<file path="src/rtl/patbuf_arbiter_if.sv">
// Host-side burst port of the pattern-buffer arbiter: command, write-beat
// and read-beat handshakes plus the end-of-burst pulse.
interface patbuf_arbiter_if #(
  parameter int unsigned d_width     = 8,
  parameter int unsigned adr_width   = 8,
  parameter int unsigned burst_width = 5
);
  logic                   host_cmd_valid;
  logic                   host_cmd_ready;
  logic                   host_cmd_write;
  logic [adr_width-1:0]   host_adr;
  logic [burst_width-1:0] host_len;
  logic                   host_wvalid;
  logic [d_width-1:0]     host_wdata;
  logic                   host_wready;
  logic                   host_rvalid;
  logic [d_width-1:0]     host_rdata;
  logic                   host_done;

  modport master (
    output host_cmd_valid, host_cmd_write, host_adr, host_len, host_wvalid, host_wdata,
    input  host_cmd_ready, host_wready, host_rvalid, host_rdata, host_done
  );

  modport slave (
    input  host_cmd_valid, host_cmd_write, host_adr, host_len, host_wvalid, host_wdata,
    output host_cmd_ready, host_wready, host_rvalid, host_rdata, host_done
  );
endinterface

</file>
<file path="src/rtl/patbuf_arbiter.sv">
// Shares the pattern buffer between the PAT core (priority) and host bursts;
// a starvation counter forces a periodic host slot while the core is busy.
module patbuf_arbiter #(
  parameter  int unsigned d_width      = 8,
  parameter  int unsigned bufp_width   = 3,
  parameter  int unsigned fieldp_width = 5,
  parameter  int unsigned burst_width  = 5,
  parameter  int unsigned starve_limit = 4,
  localparam int unsigned A            = bufp_width + fieldp_width
) (
  input  logic                    clk,
  input  logic                    reset,
  input  logic                    core_req,
  input  logic [bufp_width-1:0]   core_bufp,
  input  logic [fieldp_width-1:0] core_fieldp,
  input  logic [fieldp_width-1:0] core_fieldwp,
  input  logic                    core_write_en,
  input  logic [d_width-1:0]      core_wdata,
  output logic [d_width-1:0]      core_rdata,
  output logic                    core_stall,
  patbuf_arbiter_if.slave         host,
  output logic [A-1:0]            pb_adr,
  output logic [A-1:0]            pb_wadr,
  output logic                    pb_write_en,
  output logic [d_width-1:0]      pb_wdata,
  input  logic [d_width-1:0]      pb_rdata
);

  typedef enum logic [1:0] {IDLE, WBURST, RBURST, DONE} state_t;

  state_t                 state, state_n;
  logic [burst_width-1:0] cnt, cnt_n;
  logic [burst_width-1:0] len, len_n;
  logic [A-1:0]           base, base_n;
  logic [3:0]             starve_cnt, starve_n;
  logic                   pending, host_grant;
  logic [A-1:0]           beat_adr;

  assign pending    = ((state == WBURST) && host.host_wvalid) || (state == RBURST);
  assign host_grant = pending && (!core_req || (starve_cnt == 4'(starve_limit)));
  assign core_stall = host_grant && core_req;
  assign beat_adr   = base + A'(cnt);
  assign core_rdata = pb_rdata;

  assign host.host_cmd_ready = (state == IDLE);
  assign host.host_done      = (state == DONE);

  always_ff @(posedge clk) begin
    if (reset) begin
      state           <= IDLE;
      cnt             <= '0;
      len             <= '0;
      base            <= '0;
      starve_cnt      <= '0;
      host.host_rvalid <= 1'b0;
      host.host_rdata  <= '0;
    end else begin
      state           <= state_n;
      cnt             <= cnt_n;
      len             <= len_n;
      base            <= base_n;
      starve_cnt      <= starve_n;
      host.host_rvalid <= host_grant && (state == RBURST);
      if (host_grant && (state == RBURST))
        host.host_rdata <= pb_rdata;
    end
  end

  always_comb begin
    state_n  = state;
    cnt_n    = cnt;
    len_n    = len;
    base_n   = base;
    starve_n = (pending && core_req && !host_grant) ? starve_cnt + 4'd1 : '0;
    case (state)
      IDLE: begin
        if (host.host_cmd_valid) begin
          base_n  = host.host_adr;
          len_n   = host.host_len;
          cnt_n   = '0;
          state_n = host.host_cmd_write ? WBURST : RBURST;
        end
      end
      WBURST, RBURST: begin
        if (host_grant) begin
          if (cnt == len) state_n = DONE;
          else            cnt_n   = cnt + 1'b1;
        end
      end
      DONE:    state_n = IDLE;
      default: state_n = IDLE;
    endcase
  end

  // Core owns both buffer ports unless the host holds the grant this cycle.
  always_comb begin
    pb_adr           = {core_bufp, core_fieldp};
    pb_wadr          = {core_bufp, core_fieldwp};
    pb_write_en      = core_req && core_write_en;
    pb_wdata         = core_wdata;
    host.host_wready = 1'b0;
    if (host_grant) begin
      if (state == WBURST) begin
        pb_wadr          = beat_adr;
        pb_write_en      = 1'b1;
        pb_wdata         = host.host_wdata;
        host.host_wready = 1'b1;
      end else begin
        pb_adr      = beat_adr;
        pb_write_en = 1'b0;
      end
    end
  end

endmodule

</file>
<file path="src/flat_wrapper.sv">
// flat-port wrapper written by rule: the top's interface ports become plain ports
module patbuf_arbiter_flat 
#(
  parameter  int unsigned d_width      = 8,
  parameter  int unsigned bufp_width   = 3,
  parameter  int unsigned fieldp_width = 5,
  parameter  int unsigned burst_width  = 5,
  parameter  int unsigned starve_limit = 4,
  localparam int unsigned A            = bufp_width + fieldp_width
)
  (clk, reset, core_req, core_bufp, core_fieldp, core_fieldwp, core_write_en, core_wdata, core_rdata, core_stall, pb_adr, pb_wadr, pb_write_en, pb_wdata, pb_rdata, host_host_cmd_valid, host_host_cmd_write, host_host_adr, host_host_len, host_host_wvalid, host_host_wdata, host_host_cmd_ready, host_host_wready, host_host_rvalid, host_host_rdata, host_host_done);
  patbuf_arbiter_if #(.d_width(d_width), .adr_width(8), .burst_width(burst_width)) host_i ();
  input  logic clk;
  input  logic reset;
  input  logic core_req;
  input  logic [bufp_width-1:0] core_bufp;
  input  logic [fieldp_width-1:0] core_fieldp;
  input  logic [fieldp_width-1:0] core_fieldwp;
  input  logic core_write_en;
  input  logic [d_width-1:0] core_wdata;
  output logic [d_width-1:0] core_rdata;
  output logic core_stall;
  output logic [A-1:0] pb_adr;
  output logic [A-1:0] pb_wadr;
  output logic pb_write_en;
  output logic [d_width-1:0] pb_wdata;
  input  logic [d_width-1:0] pb_rdata;
  input wire logic [$bits(host_i.host_cmd_valid)-1:0] host_host_cmd_valid;
  input wire logic [$bits(host_i.host_cmd_write)-1:0] host_host_cmd_write;
  input wire logic [$bits(host_i.host_adr)-1:0] host_host_adr;
  input wire logic [$bits(host_i.host_len)-1:0] host_host_len;
  input wire logic [$bits(host_i.host_wvalid)-1:0] host_host_wvalid;
  input wire logic [$bits(host_i.host_wdata)-1:0] host_host_wdata;
  output wire logic [$bits(host_i.host_cmd_ready)-1:0] host_host_cmd_ready;
  output wire logic [$bits(host_i.host_wready)-1:0] host_host_wready;
  output wire logic [$bits(host_i.host_rvalid)-1:0] host_host_rvalid;
  output wire logic [$bits(host_i.host_rdata)-1:0] host_host_rdata;
  output wire logic [$bits(host_i.host_done)-1:0] host_host_done;
  assign host_i.host_cmd_valid = host_host_cmd_valid;
  assign host_i.host_cmd_write = host_host_cmd_write;
  assign host_i.host_adr = host_host_adr;
  assign host_i.host_len = host_host_len;
  assign host_i.host_wvalid = host_host_wvalid;
  assign host_i.host_wdata = host_host_wdata;
  assign host_host_cmd_ready = host_i.host_cmd_ready;
  assign host_host_wready = host_i.host_wready;
  assign host_host_rvalid = host_i.host_rvalid;
  assign host_host_rdata = host_i.host_rdata;
  assign host_host_done = host_i.host_done;
  patbuf_arbiter #(.d_width(d_width), .bufp_width(bufp_width), .fieldp_width(fieldp_width), .burst_width(burst_width), .starve_limit(starve_limit)) u_core (.clk(clk), .reset(reset), .core_req(core_req), .core_bufp(core_bufp), .core_fieldp(core_fieldp), .core_fieldwp(core_fieldwp), .core_write_en(core_write_en), .core_wdata(core_wdata), .core_rdata(core_rdata), .core_stall(core_stall), .host(host_i), .pb_adr(pb_adr), .pb_wadr(pb_wadr), .pb_write_en(pb_write_en), .pb_wdata(pb_wdata), .pb_rdata(pb_rdata));
endmodule
</file>
<file path="config.mk">
export PLATFORM = sky130hd
export DESIGN_NAME = patbuf_arbiter_flat
export DESIGN_NICKNAME = d
export VERILOG_FILES = /design/src/rtl/patbuf_arbiter_if.sv /design/src/rtl/patbuf_arbiter.sv /design/src/flat_wrapper.sv
export SDC_FILE = /design/constraint.sdc
export NUM_CORES = 1
export LEC_CHECK = 0
export ABC_CLOCK_PERIOD_IN_PS = 6300
export CORE_ASPECT_RATIO = 0.8
export CORE_MARGIN = 2
export CORE_UTILIZATION = 43
export CTS_CLUSTER_DIAMETER = 200
export CTS_CLUSTER_SIZE = 40
export DETAILED_ROUTE_END_ITERATION = 10
export GPL_TIMING_DRIVEN = 0
export PLACE_DENSITY = 0.92
export SLEW_MARGIN = 5
export SYNTH_ARGS = -nofsm -noshare
export SYNTH_HDL_FRONTEND = slang
export SYNTH_SLANG_ARGS = --single-unit
export TNS_END_PERCENT = 50
</file>
<file path="constraint.sdc">
create_clock -name clk -period 6.3 [get_ports clk]
set_clock_uncertainty 0.2 [all_clocks]
set_input_delay 0.63 -clock clk [delete_from_list [all_inputs] [get_ports clk]]
set_output_delay 0.63 -clock clk [all_outputs]
set_load 0.005 [all_outputs]
</file>
Word level (Yosys, flattened, before mapping)
Index checks and enable logic that the tools add are counted.
{"block": "op_classes", "bitwise": 1, "n_reduce_logical": 18, "mux": 18, "n_eq_ne": 9, "addsub": 3}
{"op": "8-bit 2-to-1 mux", "n": 6}
{"op": "5-bit 2-to-1 mux", "n": 3}
{"op": "5-bit case mux with 2 select lines", "n": 1}
{"op": "8-bit by 5-bit adder with 8-bit output", "n": 1}
{"op": "2-bit 2-to-1 mux", "n": 4}
{"op": "1-bit logical AND", "n": 7}
{"op": "2-bit case mux with 3 select lines", "n": 1}
{"op": "5-bit by 1-bit adder with 5-bit output, second input constant", "n": 1}
{"op": "5-bit equality test", "n": 1}
{"op": "4-bit by 1-bit adder with 4-bit output, second input constant", "n": 1}
{"op": "2-bit equality test, second input constant", "n": 2}
{"op": "4-bit by 3-bit equality test with 1-bit output, second input constant", "n": 1}
{"op": "2-bit by 1-bit inequality test with 1-bit output, second input constant", "n": 2}
{"op": "2-bit inequality test, second input constant", "n": 2}
{"op": "4-bit AND reduction", "n": 1}
{"op": "2-bit OR reduction", "n": 2}
{"op": "1-bit 2-to-1 mux", "n": 3}
{"op": "3-bit AND reduction", "n": 1}
{"op": "2-bit by 1-bit equality test with 1-bit output, second input constant", "n": 1}
{"op": "1-bit zero test", "n": 2}
{"op": "2-bit zero test", "n": 1}
{"op": "1-bit logical OR", "n": 2}
{"op": "2-bit AND reduction", "n": 1}
{"op": "2-bit nonzero test", "n": 1}
{"op": "1-bit inverter", "n": 1}
{"block": "word_totals", "regBits": 33, "wordCells": 56, "output_inout_bits": 46, "in_bits": 57}

Longest topological paths before layout
{"block": "logic_depth", "word_depth": 8, "ltp_mapped": 8, "mapped_depth_nobuf": 8}

Worst setup path after synthesis
OpenSTA, ideal clock, no wires.
{"block": "synth_timing", "path_type": "register to output", "start": "register u_core.cnt[0]", "end": "output port pb_adr[4]", "required_ps": 5470, "path_slack_ps": 3720, "arrival_time_ps": 1750, "path_buffers": 0, "stages_incl_launch_ff": 9, "cell_sequence": "dfxtp_1 -> ha_1 -> inv_1 -> fa_1 -> nor2b_1 -> o21a_1 -> nor2_1 -> xnor2_1 -> mux2_2"}
{"block": "synth_between", "elab_chain_len": 3}
{"item": "from (decl)", "line_no": "patbuf_arbiter.sv:32", "rtl": "logic [burst_width-1:0] cnt, cnt_n;"}
{"item": "from (signal assigned)", "line_no": "patbuf_arbiter.sv:59", "rtl": "cnt <= cnt_n;"}
{"item": "8-bit by 5-bit adder with 8-bit output", "line_no": "patbuf_arbiter.sv:42", "rtl": "assign beat_adr = base + A'(cnt);"}
{"item": "8-bit 2-to-1 mux", "line_no": "patbuf_arbiter.sv:103", "rtl": "if (state == WBURST) begin"}
{"item": "8-bit 2-to-1 mux", "line_no": "patbuf_arbiter.sv:102", "rtl": "if (host_grant) begin"}
{"item": "to (decl)", "line_no": "flat_wrapper.sv:23", "rtl": "output logic [A-1:0] pb_adr;"}
No other way between the ends.

Worst setup path after layout
Ends and elaborated chain as after synthesis.

==> summary.md <==
| Metric | Value |
|---|---|
| Top post-synthesis cells by area | `dfxtp_1, mux2_2, nand2_1` |
| Synth unique cells | `40` |
| Clk network pwr share | `26.3%` |
| Seq/Total Area, Yosys | `roughly 32%` |
| Setup TNS | `0 ns` |
| Fin. Hold Viols | `0` |
| Global-route usage over all layers | `20.3%` |
| Via count | `2099` |
| Cells after Synth | `roughly 250` |
| Crit path kind | `flop to primary output` |
| Final Hold Slack | `between 0.2 and 0.3 ns` |
| Cts bufs inserted | `5` |
| Hold buffer count at cts | `0` |
| CTS tree | `built` |
| Chip Width | `about 80 µm` |
| Rows | `22` |
| Primary FF master, synth | `dfxtp_1` |
| Area leader, netlist | `dfxtp_1` |
| Antenna violations before repair | `0` |
| Fin. max-slew vios | `0` |
| Fin cells | `420` |
| Pwr Total | `0.775 mW` |
| Final design utilization | `between 70% and 80%` |
| Clk sinks | `33` |
| Maximum clock path buffer count | `2` |
| Port Buffer Count | `just over 100` |
| First-iteration detailed-routing DRC count | `a little under 80` |
| Ratio of cells with drive above 1 in the final layout | `11.1%` |
| Synth async-reset ratio | `0%` |
| Peak supply drop | `approximately 0.14 mV` |
| Post-synthesis net count | `~320` |
| Post-Syn Area | `roughly 0.0020 mm²` |
| Min Tclk post-route | `around 3.5 ns` |
| Design area | `approximately 0.0032 mm²` |
| Power share of the combinational group | `about two fifths` |
| Final antenna-violating net count | `0` |
| Filler cell count | `around 370` |
| First drt pass iteration count | `4` |
| Clk Latency, worst-skew pair | `roughly 0.29 ns` |
| Synth Area in XOR/XNOR | `roughly 5.9%` |
| Leakage power | `1.22 nW` |
| H-tree depth | `2` |
| DRT Wirelength | `approximately 5.4 mm` |
| DIE HEIGHT | `approximately 66 µm` |
| Cell-internal power | `between 0.5 and 0.6 mW` |
| CP max FO | `6` |
| Most common cell in the netlist | `nand2_1` |
| Ant. Diodes | `0` |
| Final net count | `429` |
| CTS clock-pin slew for the worst setup and hold paths | `around 0.060 ns` |
| Top cells by count, synth | `nand2_1, a21oi_1, dfxtp_1` |
| Switch Pwr | `between 0.2 and 0.25 mW` |
| CP endpoint kind | `primary output` |
| Switching share of power | `around 31%` |
| Final Cycle Share | `56.1%` |
| Max-slew headroom | `49.4%` |
| Core area | `between 0.004 and 0.005 mm²` |
| Crit path DAT | `roughly 2.7 ns` |
| # DRC | `0` |
| Clk Tree Root Cell | `clkbuf_8` |
| Avg Synthesized Cell Area | `roughly 8.1 µm²` |
| Layout area overhead | `58.8%` |
| Detailed-route wire length per cell | `between 10 and 15 µm` |
| IO Pins | `103` |
| Highest Clock Rate | `around 280 MHz` |
| Endpoints failing setup | `0` |
| First-pass GRT wire length | `between 8 and 9 mm` |
| Worst-margin pin slew | `between 0.7 and 0.8 ns` |
| Placed Cells | `412` |
| Area after DPL | `0.00313 mm²` |
| Seq pwr share | `32.8%` |
| Compound-Gate Fraction of Synth Area | `roughly a fifth` |
| Post-synth EDFFs | `0` |
| Power Dens Cells | `239 mW/mm²` |
| Top cell type's share of synthesized area | `between 30 and 40%` |
| Gp weighted congestion | `around 0.88` |
| Fin worst setup slack | `2.77 ns` |
| Dpl hpwl | `4.40 mm` |
| Outcome | `finished, final reports clean` |
| Cts repair resizes | `0` |
| Via density | `~5` |
| Synth Register Bits | `33` |
| Vias in the first global route | `between 1500 and 2000` |
| Simple-gate share of the synthesized area | `around 18%` |
| Initial Utilization | `between 40% and 50%` |
| Mux cell area share after synthesis | `9.79%` |
| Crit start category | `flop` |
| MaxCap Viol Count | `0` |
| Worst path required time | `5.47 ns` |
| DIE AREA | `roughly 0.0053 mm²` |
| Setup bufs post-CTS | `0` |
| Pre-CTS WS | `around 2.9 ns` |
| Largest net degree at the start of global routing | `11` |
| Synth warn | `0` |
| Total gr overflow | `0` |
| RSZ-0062 raised after global routing | `false` |
| Worst hold path type | `flop to flop` |
| Synth Area in Adders | `under 10%` |
| Largest family of logic cells by synthesized area | `compound AO/OA/AOI/OAI gates` |
[worst paths after layout]
path                                                start                        end  slack [ns]  cells after the start
worst max-delay path                        u_core.cnt[0]                  pb_adr[4]        2.77                      9
worst min-delay path            u_core.host.host_rdata[3]  u_core.host.host_rdata[3]        0.25                      2
worst max register to register            u_core.state[1]            u_core.state[0]        4.15                      7
worst min register to register  u_core.host.host_rdata[3]  u_core.host.host_rdata[3]        0.25                      2
[per-layer routing]
layer  GRT usage (%)  vias up  share of wire (%)
li1                -     1072                  -
met5               0        -                  0
met4            4.87        0               0.72
met3            7.55        4                 11
met2            36.2       74                 45
met1            22.8      949                 43
[logic make-up after synthesis]
family          count (synthesis)
flops                          33
xor+xnor                       13
buf+inv                        29
fa+ha+maj                      13
simple gates                   81
compound gates                 64
mux                            18
[critical path, stage by stage, from the launching register on]
cell and delay [ns]:
dfxtp_1 0.47, ha_1 0.25, inv_1 0.06, fa_1 0.41
nor2b_1 0.19, o21a_1 0.13, nor2_1 0.05, xnor2_1 0.13
mux2_2 0.26, clkdlybuf4s50_1 0.45
[registers in the layout, indices dropped and copies added (netlist names)]
| name | flops |
|---|---|
| u_core.host.host_rvalid | 1 |
| u_core.len | 5 |
| u_core.state | 2 |
| u_core.starve_cnt | 4 |
| u_core.host.host_rdata | 8 |
| u_core.base | 8 |
| u_core.cnt | 5 |
[power by group through the flow]
stage	clock [mW]	combinational (mW)	sequential, mW
floorplan	0	0.176	0.254
global placement	0	0.308	0.257
detailed placement	0	0.316	0.259
CTS	0.206	0.318	0.254
global route	0.217	0.349	0.258
finish	0.204	0.317	0.254
[cells in the final DEF (no fill, tap or decap), types with 6 or more instances in the layout]
cell type,n
dfxtp_1,33
ha_1,12
clkdlybuf4s50_1,101
nand2_1,46
buf_4,8
nand3_1,7
xnor2_1,9
inv_1,12
clkbuf_1,8
o31ai_1,6
clkbuf_8,6
a21oi_1,34
mux2_2,16
o21ai_0,9
nor2_1,14
[layout make-up]
type / instances / area (µm²) / share of cell area [%]
timing repair buffer: 101 / 1010 / 31.1
multi-input combinational: 189 / 1240 / 38.3
clock buffer: 7 / 86.3 / 2.66
clock inverter: 1 / 30.0 / 0.925
sequential: 33 / 661 / 20.3
tap: 60 / 75.1 / 2.31
inverter: 12 / 45.0 / 1.39
buffer: 17 / 96.3 / 2.97
(Power assumes the default switching activity.)
